**src/rtl/rpn_stack_sequencer.sv**
```systemverilog
// rtl/rpn_stack_sequencer.sv - RPN token FIFO and micro-op sequencer driving the stack unit.
// Optional saturation of overflowed add/mul results: define RPN_SEQ_SAT_EN.
module rpn_stack_sequencer #(
  parameter int N          = 8,
  parameter int MAX_SIZE   = 8,
  parameter int FIFO_DEPTH = 4,
  parameter int ISSUE_GAP  = 2
) (
  input  logic                             clk,
  input  logic                             rst,
  input  logic                             tok_valid,
  output logic                             tok_ready,
  input  logic [1:0]                       tok_kind,
  input  logic [N-1:0]                     tok_value,
  output logic [2:0]                       alu_opcode,
  output logic [N-1:0]                     alu_data,
  input  logic [N-1:0]                     alu_result,
  input  logic                             alu_overflow,
  input  logic                             alu_success,
  output logic                             res_valid,
  output logic [N-1:0]                     res_data,
  output logic                             res_overflow,
  output logic                             res_error,
  output logic [$clog2(MAX_SIZE+1)-1:0]    depth
);

  localparam int AW = $clog2(FIFO_DEPTH);
  localparam int DW = $clog2(MAX_SIZE + 1);
  localparam int CW = $clog2(ISSUE_GAP + 1);

  localparam logic [2:0] OP_IDLE = 3'b000;
  localparam logic [2:0] OP_ADD  = 3'b100;
  localparam logic [2:0] OP_MUL  = 3'b101;
  localparam logic [2:0] OP_PUSH = 3'b110;
  localparam logic [2:0] OP_POP  = 3'b111;

  localparam logic [1:0] K_OPND = 2'b00;
  localparam logic [1:0] K_ADD  = 2'b01;
  localparam logic [1:0] K_MUL  = 2'b10;
  localparam logic [1:0] K_END  = 2'b11;

  typedef enum logic [2:0] {
    S_IDLE, S_FETCH, S_ISSUE, S_WAIT, S_EVAL, S_DRAIN, S_REPORT
  } state_t;

  logic [N+1:0]   r_fifo [FIFO_DEPTH];
  logic [AW:0]    r_wptr, r_rptr;
  logic           w_full, w_empty, w_wr, w_rd;
  logic [N+1:0]   w_head;
  logic [1:0]     w_head_kind;
  logic [N-1:0]   w_head_value;

  state_t         r_state;
  logic [CW-1:0]  r_cnt;
  logic [1:0]     r_kind;
  logic [1:0]     r_step;
  logic           r_drain;
  logic           r_err;
  logic           r_ovf_acc;
  logic [N-1:0]   r_acc;
  logic           r_cap_ok;
  logic [N-1:0]   r_cap_res;
  logic           r_cap_ovf;
  logic [DW-1:0]  r_depth;
  logic [2:0]     r_alu_opcode;
  logic [N-1:0]   r_alu_data;
  logic           r_res_valid;
  logic [N-1:0]   r_res_data;
  logic           r_res_overflow;
  logic           r_res_error;
  logic [N-1:0]   w_push_val;

  assign w_full       = (r_wptr[AW] != r_rptr[AW]) && (r_wptr[AW-1:0] == r_rptr[AW-1:0]);
  assign w_empty      = (r_wptr == r_rptr);
  assign w_wr         = tok_valid && !w_full;
  assign w_rd         = ((r_state == S_IDLE) || (r_state == S_FETCH)) && !w_empty;
  assign w_head       = r_fifo[r_rptr[AW-1:0]];
  assign w_head_kind  = w_head[N+1:N];
  assign w_head_value = w_head[N-1:0];

`ifdef RPN_SEQ_SAT_EN
  logic [N-1:0] r_opa;
  logic         r_acc_ovf;
  logic         w_sat_neg;
  // r_opa is the top (first POP); r_cap_res is the next entry (second POP) in step 2.
  assign w_sat_neg  = (r_kind == K_ADD) ? (r_opa[N-1] & r_cap_res[N-1])
                                        : (r_opa[N-1] ^ r_cap_res[N-1]);
  assign w_push_val = !r_acc_ovf ? r_acc :
                      w_sat_neg  ? {1'b1, {(N-1){1'b0}}} : {1'b0, {(N-1){1'b1}}};
`else
  assign w_push_val = r_acc;
`endif

  always_ff @(posedge clk) begin
    if (w_wr) r_fifo[r_wptr[AW-1:0]] <= {tok_kind, tok_value};
  end

  always_ff @(posedge clk) begin
    if (!rst) begin
      r_wptr <= '0;
      r_rptr <= '0;
    end else begin
      if (w_wr) r_wptr <= r_wptr + (AW+1)'(1);
      if (w_rd) r_rptr <= r_rptr + (AW+1)'(1);
    end
  end

  always_ff @(posedge clk) begin
    if (!rst) begin
      r_state        <= S_IDLE;
      r_cnt          <= '0;
      r_kind         <= K_OPND;
      r_step         <= 2'd0;
      r_drain        <= 1'b0;
      r_err          <= 1'b0;
      r_ovf_acc      <= 1'b0;
      r_acc          <= '0;
      r_cap_ok       <= 1'b0;
      r_cap_res      <= '0;
      r_cap_ovf      <= 1'b0;
      r_depth        <= '0;
      r_alu_opcode   <= OP_IDLE;
      r_alu_data     <= '0;
      r_res_valid    <= 1'b0;
      r_res_data     <= '0;
      r_res_overflow <= 1'b0;
      r_res_error    <= 1'b0;
`ifdef RPN_SEQ_SAT_EN
      r_opa          <= '0;
      r_acc_ovf      <= 1'b0;
`endif
    end else begin
      case (r_state)
        S_IDLE, S_FETCH: begin
          r_state <= S_FETCH;
          if (!w_empty) begin
            r_kind <= w_head_kind;
            r_step <= 2'd0;
            // After an error, tokens are swallowed until the end token arrives.
            if (r_err) begin
              if (w_head_kind == K_END) r_state <= S_DRAIN;
            end else begin
              case (w_head_kind)
                K_OPND: begin
                  r_alu_opcode <= OP_PUSH;
                  r_alu_data   <= w_head_value;
                  r_state      <= S_ISSUE;
                end
                K_ADD, K_MUL: begin
                  if (r_depth < DW'(2)) begin
                    r_err <= 1'b1;
                  end else begin
                    r_alu_opcode <= (w_head_kind == K_ADD) ? OP_ADD : OP_MUL;
                    r_state      <= S_ISSUE;
                  end
                end
                default: begin
                  if (r_depth == DW'(1)) begin
                    r_alu_opcode <= OP_POP;
                    r_state      <= S_ISSUE;
                  end else begin
                    r_state <= S_DRAIN;
                  end
                end
              endcase
            end
          end
        end

        S_ISSUE: begin
          r_alu_opcode <= OP_IDLE;
          r_cnt        <= CW'(1);
          r_state      <= S_WAIT;
        end

        S_WAIT: begin
          if (r_cnt == CW'(ISSUE_GAP)) begin
            r_cap_ok  <= alu_success;
            r_cap_res <= alu_result;
            r_cap_ovf <= alu_overflow;
            r_state   <= S_EVAL;
          end else begin
            r_cnt <= r_cnt + CW'(1);
          end
        end

        S_EVAL: begin
          if (r_drain) begin
            if (r_cap_ok) begin
              if (r_depth != '0) r_depth <= r_depth - DW'(1);
              r_state <= S_DRAIN;
            end else begin
              r_res_valid    <= 1'b1;
              r_res_data     <= '0;
              r_res_overflow <= r_ovf_acc;
              r_res_error    <= 1'b1;
              r_state        <= S_REPORT;
            end
          end else if (r_kind == K_OPND) begin
            if (r_cap_ok && (r_depth != DW'(MAX_SIZE))) r_depth <= r_depth + DW'(1);
            if (!r_cap_ok) r_err <= 1'b1;
            r_state <= S_FETCH;
          end else if (r_kind == K_END) begin
            if (r_cap_ok) begin
              r_depth        <= '0;
              r_res_valid    <= 1'b1;
              r_res_data     <= r_cap_res;
              r_res_overflow <= r_ovf_acc;
              r_res_error    <= 1'b0;
              r_state        <= S_REPORT;
            end else begin
              r_err   <= 1'b1;
              r_state <= S_DRAIN;
            end
          end else if (!r_cap_ok) begin
            r_err   <= 1'b1;
            r_state <= S_FETCH;
          end else begin
            // Arithmetic: op (peek) -> POP -> POP -> PUSH(result).
            case (r_step)
              2'd0: begin
                r_acc        <= r_cap_res;
                r_ovf_acc    <= r_ovf_acc | r_cap_ovf;
`ifdef RPN_SEQ_SAT_EN
                r_acc_ovf    <= r_cap_ovf;
`endif
                r_alu_opcode <= OP_POP;
                r_step       <= 2'd1;
                r_state      <= S_ISSUE;
              end
              2'd1: begin
                if (r_depth != '0) r_depth <= r_depth - DW'(1);
`ifdef RPN_SEQ_SAT_EN
                r_opa        <= r_cap_res;
`endif
                r_alu_opcode <= OP_POP;
                r_step       <= 2'd2;
                r_state      <= S_ISSUE;
              end
              2'd2: begin
                if (r_depth != '0) r_depth <= r_depth - DW'(1);
                r_alu_opcode <= OP_PUSH;
                r_alu_data   <= w_push_val;
                r_step       <= 2'd3;
                r_state      <= S_ISSUE;
              end
              default: begin
                if (r_depth != DW'(MAX_SIZE)) r_depth <= r_depth + DW'(1);
                r_state <= S_FETCH;
              end
            endcase
          end
        end

        S_DRAIN: begin
          if (r_depth == '0) begin
            r_res_valid    <= 1'b1;
            r_res_data     <= '0;
            r_res_overflow <= r_ovf_acc;
            r_res_error    <= 1'b1;
            r_state        <= S_REPORT;
          end else begin
            r_drain      <= 1'b1;
            r_alu_opcode <= OP_POP;
            r_state      <= S_ISSUE;
          end
        end

        S_REPORT: begin
          r_res_valid    <= 1'b0;
          r_res_data     <= '0;
          r_res_overflow <= 1'b0;
          r_res_error    <= 1'b0;
          r_err          <= 1'b0;
          r_ovf_acc      <= 1'b0;
          r_drain        <= 1'b0;
          r_state        <= S_FETCH;
        end

        default: r_state <= S_IDLE;
      endcase
    end
  end

  assign tok_ready    = !w_full;
  assign alu_opcode   = r_alu_opcode;
  assign alu_data     = r_alu_data;
  assign res_valid    = r_res_valid;
  assign res_data     = r_res_data;
  assign res_overflow = r_res_overflow;
  assign res_error    = r_res_error;
  assign depth        = r_depth;

endmodule

```
**config.mk**
```make
export PLATFORM = sky130hd
export DESIGN_NAME = rpn_stack_sequencer
export DESIGN_NICKNAME = d
export VERILOG_FILES = /design/src/rtl/rpn_stack_sequencer.sv
export SDC_FILE = /design/constraint.sdc
export NUM_CORES = 1
export LEC_CHECK = 0
export CAP_MARGIN = 20
export CORE_MARGIN = 2
export CORE_UTILIZATION = 51
export CTS_CLUSTER_DIAMETER = 80
export CTS_CLUSTER_SIZE = 24
export DETAILED_ROUTE_END_ITERATION = 12
export PLACE_DENSITY = 0.87
export SLEW_MARGIN = 10
export SYNTH_ARGS = -nofsm -noshare
export SYNTH_HDL_FRONTEND = slang
export SYNTH_SLANG_ARGS = --single-unit
export TNS_END_PERCENT = 5
```
**constraint.sdc**
```tcl
create_clock -name clk -period 2.32 [get_ports clk]
set_input_delay 0.464 -clock clk [delete_from_list [all_inputs] [get_ports clk]]
set_output_delay 0.464 -clock clk [all_outputs]
set_load 0.01 [all_outputs]
```
==> flow_summary_export.csv, run 1 <==
group,metric,value,unit
floorplanning,core,8810,sq um
global_routing,grt_pass1_wl,15900,um
routing,top_layer,"met4",
routing,drt_first_iter_violations,200,
critical_path,worstPathCellList,"mux4_2 > inv_2 > ha_4 > nor4b_4 > nor4_1 > a31oi_1 > a211oi_2 > mux2i_1",
worst_hold_path,hold_class,"flip-flop to flip-flop",
pwr,p_switching,1860,uW
placement,dp_hpwl,7060,um
synth,ys_warn_count,0,
synth,async_flop_share,0,%
critical_path,critPathLaunchType,"flip-flop",
routing,routed_wl,9570,um
cts,cts-root-buf,"clkbuf_8",
global_routing,overflow,0,
synth,syn_area_per_cell,11.3,sq um
critical_path,cp_data_arrival_time,2.56,ns
layout,multi_input_area,2030,sq um
cts,h-tree-depth,3,
timing,slew_violations,0,
pwr,power.density,993,nW/um^2
layout,nFillCells,676,
routing,met1_length,4240,um
critical_path,path_buf_inv,1,
synth,synth_edf_count,40,
global_routing,grt_util_all_layers,20.2,%
cts,cts_buffers,9,
timing,setup_viol_count_final,0,
placement,place_ws,0.0370,ns
timing,fin_hold_ws,0.466,ns
routing,wl_met2,4700,um
routing,vias_per_cell,5.79,
routing,antenna_left,0,
placement,gp_congestion,0.927,
synth,synthCells,413,
cts,clock_path_buffers,2,
run,cap_violations,0,
pwr,peakVddDrop,0.000622,V
pwr,intPower,3690,uW
cts,holdBufCountCts,0,
floorplanning,die_area,9940,sq um
critical_path,crit_family,"multiplexers",
layout,area_delta_synth_final,19.8,%
floorplanning,rows,34,
critical_path,path_class,"flip-flop to flip-flop",
pwr,p_clk_share,22.2,%
pwr,pwr-share-comb,35.8,%
routing,drc,0,
layout,antenna_cells,0,
routing,wl_met3,453,um
placement,port_buffers,49,
timing,skew,0.0107,ns
critical_path,ff2ff_path_depth,8,
synth,synth-seq-area-share,53.2,%
timing,rsz0062_at_grt,"true",
synth,syn-num-nets,456,
cts,cts_tree,"done",
critical_path,slowest_delay,0.51,ns
worst_hold_path,hold_depth,2,
global_routing,grt_max_degree,24,
layout,num-nets-final,513,
synth,synth-seq-cells,104,
critical_path,crit_slowest_cell,"mux4_2",
layout,final-seq-area,2490,sq um
synth,ys.flop_type,"dfxtp_1",
global_routing,first_global_vias,3294,
synth,synth_cell_types,62,
routing,vias,3378,
outcome,outcome,"finished clean",
critical_path,crit_path_max_fanout,5,
timing,slew_headroom,57.4,%
routing,dr.pass1.iters,4,
pwr,leakage,0.00196,uW
floorplanning,initial_core_util,53.0,%
global_routing,antenna_found_initial,0,
routing,wl_per_cell,16.4,um
synth,synth_area,4670,sq um
timing,setup_ws,0.0733,ns
timing,min_period,2.25,ns
timing,hold_viol_final,0,
cts,clk_pin_slew,0.09,ns
critical_path,cp.required,2.63,ns
critical_path,crit_path_end_kind,"flip-flop",
timing,max_freq,445,MHz
pwr,pwr-share-seq,42.0,%
floorplanning,die_x,99.7,um
floorplanning,die_h,99.7,um
critical_path,cp.depth,8,
pwr,p_sw_share,33.5,%
layout,drive_gt1_share,13.1,%
floorplanning,ios,50,
timing,worst_slew_pin_slew,0.638,ns
timing,fin_tns_setup,0,ns
timing,fin_crit_sh,96.8,%
cts,clk-insertion-delay-late,0.38,ns
cts,cts.sinks,104,
==> metal layers <==
layer | up-vias | GRT usage, %
met1 | 1619 | 25.6
met4 | 0 | 7.17
met5 | - | 0
met2 | 119 | 33.3
met3 | 15 | 5.48
li1 | 1625 | -
==> area by class of cell <==
cell class | instances | area share, %
multi-input cells | 268 | 36.3
repair buffers | 70 | 11.6
clock inverters | 5 | 1.03
inverters | 17 | 1.14
well taps | 108 | 2.42
flip-flops and latches | 104 | 44.5
clock buffers | 11 | 3.11
==> tightest hold or removal path, cell delays in order, from the launching register on <==
cell and delay [ns]:
dfxtp_1 0.33, nand2_1 0.05, mux2i_1 0.05
==> Yosys cell counts (all sizes together), types with 3 or more instances <==
| library cell | count | share of area (%) |
|---|---|---|
| inv | 16 | 1.3 |
| nand2 | 37 | 3.0 |
| a32o | 8 | 1.7 |
| a21boi | 3 | 0.48 |
| o21bai | 3 | 0.48 |
| nor2b | 8 | 1.1 |
| mux2i | 20 | 4.3 |
| dfxtp | 64 | 27 |
| xnor2 | 7 | 1.3 |
| nand3 | 10 | 1.2 |
| and2 | 4 | 0.54 |
| a21oi | 32 | 3.4 |
| a211oi | 4 | 0.75 |
| nor3 | 4 | 0.43 |
| o22ai | 3 | 0.40 |
| mux4 | 10 | 4.8 |
| o31ai | 4 | 0.64 |
| nor2 | 31 | 2.5 |
| nor4b | 3 | 0.88 |
| o2bb2ai | 3 | 0.70 |
| xor2 | 3 | 0.56 |
| o21ai | 18 | 2.0 |
| ha | 20 | 5.4 |
| edfxtp | 40 | 26 |
| clkbuf | 9 | 0.72 |
| nand2b | 3 | 0.40 |
| buf | 15 | 2.2 |
==> kinds of logic (layout without fill, tap and decap cells) <==
group / after synthesis / after routing / synth area share [%]
muxes: 30 / 30 / 9.11
and+or+nand+nor: 110 / 110 / 11.9
DFF: 104 / 104 / 53.2
adders and majority gates: 20 / 20 / 5.36
xor gates and xnor gates: 10 / 10 / 1.88
buffers and inverters: 41 / 103 / 4.26
AOI/OAI and AO/OA: 98 / 98 / 14.3
==> final timing paths <==
check,start,endpoint,slack (ns)
setup / recovery,flip-flop,alu_opcode[0]$_SDFFE_PN0P_,0.07
hold / removal,alu_opcode[0]$_SDFFE_PN0P_,alu_opcode[0]$_SDFFE_PN0P_,0.47
setup reg to reg,flip-flop,alu_opcode[0]$_SDFFE_PN0P_,0.07
hold reg to reg,alu_opcode[0]$_SDFFE_PN0P_,alu_opcode[0]$_SDFFE_PN0P_,0.47
==> sequential cells by signal (all words and copies together), names as in the netlist, 3 cells and up, named ones only <==
signal	flops
r_rptr	3
r_fifo	40
r_cap_res	8
r_state	3
depth	4
alu_opcode	3
alu_data	8
res_data	8
r_wptr	3
r_acc	8
==> through the flow <==
stage	cell area [sq um]	util [%]	power, uW	cells
2_1_floorplan	4710	-	3720	413
3_3_place_gp	5350	60.7	4250	567
3_5_place_dp	5350	60.7	4310	567
4_1_cts	5580	63.3	5540	583
5_1_grt	5590	63.5	5860	583
6_report	5590	63.5	5550	583
==> power groups by stage <==
stage | combinational [uW] | clock [uW] | sequential, uW
2_1_floorplan | 1460 | 0 | 2260
3_3_place_gp | 1890 | 0 | 2350
3_5_place_dp | 1940 | 0 | 2370
4_1_cts | 1960 | 1260 | 2330
5_1_grt | 2180 | 1320 | 2360
6_report | 1990 | 1230 | 2330
==> what timing repair did <==
action,4_1_cts,5_1_grt
setup endpoints to repair,0,8
buffers inserted,0,0
gates resized for setup,0,2
==> layout by cell type (no fill, tap or decap), drive strengths merged, types with 2 or more instances in the layout <==
cell type,count
and2,4
buf,21
o211a,2
mux4,10
xnor2,7
a32o,8
nor3b,2
a21oi,32
o2bb2ai,3
dfxtp,64
edfxtp,40
clkdlybuf4s50,49
clkbuf,11
nor2b,8
nor3,4
or3b,2
nor2,31
clkinv,3
mux2i,20
o21a,2
nor4b,3
a211oi,4
o21ai,18
a311oi,2
ha,20
o21bai,3
a21boi,3
a31oi,2
nand2,37
a221oi,2
o22ai,3
o31ai,4
nand2b,3
xor2,3
nand3,10
inv,18
(Power assumes the default switching activity.)
==> inputs of run 2 (changes only) <==
Settings changed: CORE_UTILIZATION 51 to 57, CTS_CLUSTER_SIZE 24 to 25, DONT_BUFFER_PORTS set to 1, PLACE_DENSITY 0.87 to 0.86.
==> flow_summary_export.csv, run 2 (synthesis results as in run 1) <==
group,metric,value,unit
routing,wl_per_cell,17.8,um
run,cap_violations,0,
routing,dr.pass1.iters,5,
timing,rsz0062_at_grt,"true",
critical_path,rr_endpoint,"alu_opcode[0]$_SDFFE_PN0P_",
cts,cts-root-buf,"clkbuf_8",
routing,drt_first_iter_violations,219,
global_routing,grt_pass1_wl,14700,um
global_routing,overflow,0,
pwr,peakVddDrop,0.000520,V
pwr,leakage,0.00175,uW
layout,mostFrequentLayoutCells,"dfxtp_1 (63), edfxtp_1 (40), nand2_1 (37), a21oi_1 (32), nor2_1 (30)",
layout,largest_reg_flops,40,
layout,drive_gt1_share,14.2,%
floorplanning,ios,50,
timing,fin_tns_setup,0,ns
critical_path,ff2ff_path_depth,9,
floorplanning,die_x,94.5,um
routing,vias_per_cell,6.02,
timing,skew,0.00887,ns
pwr,power,5410,uW
layout,antenna_cells,0,
placement,placed_cell_area,4810,sq um
pwr,intPower,3510,uW
timing,hold_viol_final,0,
layout,layout_commonest_cell,"dfxtp_1",
global_routing,antenna_found_initial,0,
worst_hold_path,hold_path_startpoint,"tok_value[3]",
cts,clock_path_buffers,2,
floorplanning,core,8090,sq um
critical_path,critPathLaunchType,"flip-flop",
cts,cts_tree,"done",
placement,gp_congestion,0.916,
global_routing,grt_util_all_layers,21.6,%
worst_hold_path,min_to,"r_fifo[2][3]$_DFFE_PP_",
critical_path,rrSetupSlack,0.09,ns
critical_path,path_class,"flip-flop to flip-flop",
timing,slew_headroom,51.1,%
cts,cts.sinks,104,
pwr,p_switching,1900,uW
global_routing,first_global_vias,3059,
pwr,power.density,1070,nW/um^2
routing,drc,0,
layout,nFillCells,632,
layout,fin_area,5060,sq um
cts,h-tree-depth,3,
cts,clk-insertion-delay-late,0.38,ns
floorplanning,rows,33,
pwr,pwr-share-comb,33.7,%
layout,num-nets-final,461,
timing,max_freq,448,MHz
layout,area_delta_synth_final,8.41,%
pwr,p_sw_share,35.2,%
timing,slew_violations,0,
placement,place_ws,-0.0320,ns
cts,cts_buffers,9,
global_routing,grt_max_degree,38,
worst_hold_path,hold_depth,0,
timing,min_period,2.23,ns
routing,routed_wl,9400,um
routing,antenna_left,0,
placement,port_buffers,0,
floorplanning,initial_core_util,57.7,%
critical_path,cp.required,2.63,ns
critical_path,crit_path_max_fanout,5,
timing,setup_viol_count_final,0,
pwr,pwr-share-seq,44.2,%
placement,dp_hpwl,6560,um
timing,worst_slew_pin_slew,0.732,ns
cts,holdBufCountCts,0,
cts,clk_pin_slew,0.10,ns
floorplanning,die_h,94.5,um
critical_path,cp_data_arrival_time,2.54,ns
timing,fin_crit_sh,96.2,%
timing,setup_ws,0.0871,ns
floorplanning,die_area,8930,sq um
layout,multi_input_area,2040,sq um
outcome,outcome,"finished clean",
layout,final-seq-area,2490,sq um
pwr,p_clk_share,22.1,%
routing,vias,3178,
worst_hold_path,hold_class,"input pin to flip-flop",
critical_path,crit_path_end_kind,"flip-flop",
[run 2: area by class of cell]
type / count / share of cell area, %
Clock inverter: 7 / 1.83
Timing Repair Buffer: 17 / 2.52
Inverter: 17 / 1.26
Clock buffer: 9 / 2.45
Sequential cell: 104 / 49.1
Tap cell: 105 / 2.60
Multi-Input combinational cell: 269 / 40.2
[run 2: critical path: stages, from the launching register on]
cell and delay (ns):
dfxtp_4 0.38, mux4_2 0.52, inv_2 0.10, ha_4 0.22, nor4b_4 0.14, nor4_2 0.16, a31oi_1 0.08, a211oi_2 0.25
buf_4 0.16, mux2i_1 0.16
[run 2: power by group through the flow]
stage          Clock, uW  Combinational [uW]  Sequential, uW
6_report            1190                1820            2390
3_5_place_dp           0                1700            2420
4_1_cts             1230                1710            2380
3_3_place_gp           0                1650            2410
5_1_grt             1300                1990            2420
2_1_floorplan          0                1460            2260
[run 2: worst max-delay path by stage]
stage | endpoint | cells past startpoint | start | slack, ns
6_report | alu_opcode[0]$_SDFFE_PN0P_ | 9 | flip-flop | 0.09
5_1_grt | alu_opcode[1]$_SDFFE_PN0P_ | 9 | flip-flop | -0.02
4_1_cts | alu_opcode[0]$_SDFFE_PN0P_ | 8 | flip-flop | -0.03
3_5_place_dp | alu_opcode[1]$_SDFFE_PN0P_ | 8 | flip-flop | -0.03
3_3_place_gp | alu_opcode[0]$_SDFFE_PN0P_ | 8 | flip-flop | 0.06
2_1_floorplan | alu_opcode[0]$_SDFFE_PN0P_ | 9 | flip-flop | -0.008
[run 2: what timing repair did]
item / 4_1_cts / 5_1_grt
cloned: 0 / 1
resized for setup: 0 / 3
pin swaps: 1 / 3
setup buffers: 0 / 2
setup endpoints to repair: 3 / 8
hold endpoints to repair: 0 / 0
[run 2: through the flow]
step,std cells,utilization (%),hold slack [ns]
6_report,528,62.6,0.172
5_1_grt,528,62.6,0.144
4_1_cts,525,62.1,0.155
3_5_place_dp,509,59.4,0.456
3_3_place_gp,509,59.4,0.452
2_1_floorplan,413,-,0.436
[run 2: metal layers]
layer  track usage (%)  up-vias  share of wire [%]
met1              26.5     1530                 42
met2              35.8       98                 50
li1                  -     1529                  -
met5                 0        -                  0
met4              7.13        0                1.9
met3              7.26       21                6.1
